===== config.mk =====
export PLATFORM = sky130hd
export DESIGN_NAME = hazard_ctrl
export DESIGN_NICKNAME = d
export VERILOG_FILES = /design/src/rtl/hazard_ctrl.sv
export SDC_FILE = /design/constraint.sdc
export NUM_CORES = 1
export LEC_CHECK = 0
export ABC_AREA = 1
export CAP_MARGIN = 20
export CORE_UTILIZATION = 25
export CTS_CLUSTER_SIZE = 14
export DETAILED_ROUTE_END_ITERATION = 10
export MAX_ROUTING_LAYER = met4
export PLACE_DENSITY = 0.66
export SYNTH_ARGS = -nofsm -noshare
export SYNTH_HDL_FRONTEND = slang
export SYNTH_SLANG_ARGS = --single-unit

===== constraint.sdc =====
create_clock -name clk_i -period 1.17 [get_ports clk_i]
set_input_delay 0.117 -clock clk_i [delete_from_list [all_inputs] [get_ports clk_i]]
set_output_delay 0.117 -clock clk_i [all_outputs]
set_load 0.02 [all_outputs]

===== src/rtl/hazard_ctrl.sv =====
// Pipeline hazard controller: load-use bubbles, ID-branch flushes and a data-memory freeze FSM with timeout.
// Optional performance counters are enabled by defining HAZARD_PERF_CNT_EN.
module hazard_ctrl #(
  parameter int MEM_TIMEOUT = 15,
  parameter int CNT_W       = 32
) (
  input  logic             clk_i,
  input  logic             rst_i,
  input  logic [4:0]       id_rs_i,
  input  logic [4:0]       id_rt_i,
  input  logic             id_uses_rt_i,
  input  logic [4:0]       ex_rt_i,
  input  logic             ex_memread_i,
  input  logic             branch_taken_i,
  input  logic             dmem_req_i,
  input  logic             dmem_ack_i,
  output logic             pc_stall_o,
  output logic             ifid_stall_o,
  output logic             ifid_flush_o,
  output logic             idex_stall_o,
  output logic             idex_flush_o,
  output logic             exmem_stall_o,
  output logic             err_o,
  output logic [CNT_W-1:0] loaduse_cnt_o,
  output logic [CNT_W-1:0] memwait_cnt_o,
  output logic [CNT_W-1:0] flush_cnt_o
);

  typedef enum logic [1:0] {
    IDLE    = 2'd0,
    MEMWAIT = 2'd1,
    ERR     = 2'd2
  } state_e;

  localparam logic [7:0] TIMEOUT = MEM_TIMEOUT[7:0];

  state_e     state_q, state_d;
  logic [7:0] tcnt_q, tcnt_d;
  logic       freeze;
  logic       loaduse;
  logic       bubble;
  logic       flush;

  always_ff @(posedge clk_i or negedge rst_i) begin
    if (!rst_i) begin
      state_q <= IDLE;
      tcnt_q  <= '0;
    end else begin
      state_q <= state_d;
      tcnt_q  <= tcnt_d;
    end
  end

  always_comb begin
    state_d = state_q;
    tcnt_d  = tcnt_q;
    case (state_q)
      IDLE: begin
        if (dmem_req_i && !dmem_ack_i) begin
          state_d = MEMWAIT;
          tcnt_d  = 8'd1;
        end
      end
      MEMWAIT: begin
        if (dmem_ack_i) begin
          state_d = IDLE;
          tcnt_d  = '0;
        end else if (tcnt_q == TIMEOUT) begin
          state_d = ERR;
        end else begin
          tcnt_d = tcnt_q + 8'd1;
        end
      end
      ERR: begin
        state_d = ERR;
      end
      default: begin
        state_d = IDLE;
        tcnt_d  = '0;
      end
    endcase
  end

  always_comb begin
    freeze = 1'b0;
    case (state_q)
      IDLE:    freeze = dmem_req_i && !dmem_ack_i;
      MEMWAIT: freeze = !dmem_ack_i;
      ERR:     freeze = 1'b1;
      default: freeze = 1'b0;
    endcase
  end

  assign loaduse = ex_memread_i && (ex_rt_i != 5'd0) &&
                   ((ex_rt_i == id_rs_i) || (id_uses_rt_i && (ex_rt_i == id_rt_i)));

  // Reset gates every control so a held reset never stalls or flushes.
  always_comb begin
    pc_stall_o    = 1'b0;
    ifid_stall_o  = 1'b0;
    ifid_flush_o  = 1'b0;
    idex_stall_o  = 1'b0;
    idex_flush_o  = 1'b0;
    exmem_stall_o = 1'b0;
    if (rst_i) begin
      if (freeze) begin
        pc_stall_o    = 1'b1;
        ifid_stall_o  = 1'b1;
        idex_stall_o  = 1'b1;
        exmem_stall_o = 1'b1;
      end else if (loaduse) begin
        pc_stall_o   = 1'b1;
        ifid_stall_o = 1'b1;
        idex_flush_o = 1'b1;
      end else if (branch_taken_i) begin
        ifid_flush_o = 1'b1;
      end
    end
  end

  assign err_o  = (state_q == ERR);
  assign bubble = idex_flush_o;
  assign flush  = ifid_flush_o;

`ifdef HAZARD_PERF_CNT_EN
  logic [CNT_W-1:0] lu_cnt_q, mw_cnt_q, fl_cnt_q;

  always_ff @(posedge clk_i or negedge rst_i) begin
    if (!rst_i) begin
      lu_cnt_q <= '0;
      mw_cnt_q <= '0;
      fl_cnt_q <= '0;
    end else begin
      if (bubble && (lu_cnt_q != '1)) lu_cnt_q <= lu_cnt_q + 1'b1;
      if (freeze && (mw_cnt_q != '1)) mw_cnt_q <= mw_cnt_q + 1'b1;
      if (flush  && (fl_cnt_q != '1)) fl_cnt_q <= fl_cnt_q + 1'b1;
    end
  end

  assign loaduse_cnt_o = lu_cnt_q;
  assign memwait_cnt_o = mw_cnt_q;
  assign flush_cnt_o   = fl_cnt_q;
`else
  logic unused_perf;
  assign unused_perf   = bubble ^ flush;
  assign loaduse_cnt_o = '0;
  assign memwait_cnt_o = '0;
  assign flush_cnt_o   = '0;
`endif

endmodule


==> flow_summary.toml <==
[sta]
fin_crit_sh = 1.196
drv_slew = 0
fmax_ghz = 0.7146
hold_viol_final = 0
period_minus_slack_ps = 1399
finalSetupViolCount = 14
fin_worst_skew_ps = 0.7629
rsz0062_at_grt = "yes"
setup_slack_ps = -229.3

[logic_synthesis]
ys_warn_count = 0
syn_area_sq_um = 1612
synth_cells = 245
yosysSeqAreaShare = 0.1553
synth_edf_count = 0
syn_avg_cell_area_sq_um = 6.578
synth_cell_type_count = 25
ys_ff_latch = 10
synth_flop_cell = "dfrtp_1"
async_reset_ff_frac = 1.000

[global_route]
grt_pass1_wl_mm = 4.395
grt_max_degree = 11
overflow = 0
grt_usage = 0.08719
grt_pass1_vias = 1107
antenna_found_initial = 0

[critical_path]
path_class = "reg -> out"
cp-start-kind = "register"
rr_endpoint = "tcnt_q[2]"
r2r_setup_slack_ps = -140
setup.worst_path.end_class = "primary output"
cp.required_ps = 1050
path_max_fanout = 4
arrival_ps = 1280
worstReg2RegStart = "state_q[0]"
rr_worst_depth = 8

[cts]
numCtsBuffers = 3
root_buffer = "clkbuf_8"
clk_latency_ps = 240
cts_tree = "done"
cts.reportedPaths.clkPinSlew_ps = 50
max-clock-path-buffers = 2
cts_hold_buf = 0
h-tree-depth = 1
cts_sinks = 10

[final_layout]
fin_area_sq_um = 1904
area_growth_pct = 18.17
fin_nets = 317
n_antenna_cell = 0
drive_gt1_frac = 0.2560

[detailed_routing]
remaining_drc_errors = 0
dr.pass1.iters = 4
drt_iter0_drc = 33
routed_wirelength_mm = 2.862
via_per_inst = 3.535
dr_total_vias = 1301
avgRoutedWirePerCell_um = 7.777
wl_met1_mm = 1.069
wl_met2_mm = 1.534
ant_nets = 0
met3_length_um = 239
topRoutingLayerUsed = "met4"

[die]
die_h_um = 82.29
core.rowCount = 28
core_area_sq_um = 6061
dieArea_sq_um = 6772
ioPinCount = 125
die_w_um = 82.29
start_util = 0.2659

[place]
placed_area_sq_um = 1740
port_buffers = 28
gp_congestion = 0.7723
hpwl_mm = 2.405
preCtsSetupSlack_ps = -879.9

[power_and_ir_drop]
power.leakage_uw = 0.001089
power_per_cell_area_nw_per_um2 = 1181
ir_drop_v = 0.0005755

[outcome]
status = "complete, but fails checks"
violations = "negative setup slack"

[worst_hold_path]
hold_class = "in -> async"

[run]
maxCapViolCount = 0
-- stage by stage --
step	instances	util	TNS, ps	total power [uW]	hold slack [ps]
2_1_floorplan	340	-	-167.9	1443	-178.6
3_5_place_dp	361	0.2872	-7054	1633	492.4
3_3_place_gp	361	0.2872	-6736	1620	481.6
4_1_cts	368	0.3033	-1848	2161	411.2
5_1_grt	368	0.3142	-3362	2433	439.1
6_report	368	0.3142	-2054	2249	409.2
-- cell usage after synthesis (2+ instances only) --
library cell | instances | area share
buf_4 | 98 | 0.46
nand3_1 | 11 | 0.034
nand4_1 | 6 | 0.023
o21ai_1 | 4 | 0.012
nand2_1 | 58 | 0.14
nor2_1 | 15 | 0.035
inv_1 | 18 | 0.042
inv_2 | 7 | 0.016
dfrtp_1 | 10 | 0.16
o21ai_0 | 2 | 0.0062
o21ai_2 | 2 | 0.011
-- cells by family after synthesis --
logic type	count (synthesis)	synth area share
AND/OR/NAND/NOR	97	0.2694
XOR/XNOR	1	0.005436
buffers and inverters	124	0.5186
adder cells (fa/ha/maj)	1	0.007763
AO/OA/AOI/OAI	11	0.04115
flip-flops	10	0.1553
other	1	0.002327
-- placed cells by master, fill, tap and decap left out, types with 6 or more instances in the layout --
cell type,n
buf_4,19
buf_6,7
clkdlybuf4s50_1,6
conb_1,96
dfrtp_1,10
dlygate4sd2_1,15
inv_1,16
inv_2,8
nand2_1,43
nand2_2,15
nand3_1,8
nand4_1,6
nor2_1,10
-- worst max-delay path by stage --
stage               start      endpoint
3_3_place_gp   ex_rt_i[4]    pc_stall_o
3_5_place_dp   ex_rt_i[4]    pc_stall_o
6_report       state_q[1]  ifid_flush_o
2_1_floorplan   tcnt_q[0]     tcnt_q[3]
5_1_grt        state_q[1]  ifid_flush_o
4_1_cts        state_q[1]  ifid_flush_o
-- where the power goes --
| part | switching [uW] | total (uW) | internal, uW |
|---|---|---|---|
| combinational | 855 | 1360 | 509 |
| clock | 138 | 434 | 296 |
| sequential | 56.1 | 450 | 394 |
-- timing repair --
action / 4_1_cts / 5_1_grt
resized for setup: 66 / 19
buffers inserted: 3 / 0
endpoints found under the setup margin: 15 / 17
gates cloned: 0 / 0
pin swaps: 14 / 1
endpoints found under the hold margin: 0 / 0
-- final cells by class --
type                    count  area [sq um]
repair buffers             47         412.9
fillers                   693          4156
clock buffers               4         55.05
inverters                  26         106.4
multi-input cells         206         985.9
flip-flops and latches     10         250.2
well taps                  75         93.84
-- flip-flops by register name, summed over array words and instances, names as in the netlist --
signal	count
state_q	2
tcnt_q	8
-- critical path: stages (launching register included) --
cell and delay, ps:
dfrtp_1 420, nor2_1 120, nand2_1 80, nand2_2 90, nand3_2 70, a21oi_2 120
buf_6 130
-- metal layers --
metal	GRT usage	vias up
met4	0.02105	0
met1	0.09348	574
met2	0.1570	70
met3	0.02527	3
met5	-	-
li1	-	654
Note: power is estimated with default switching activity, not from simulation.
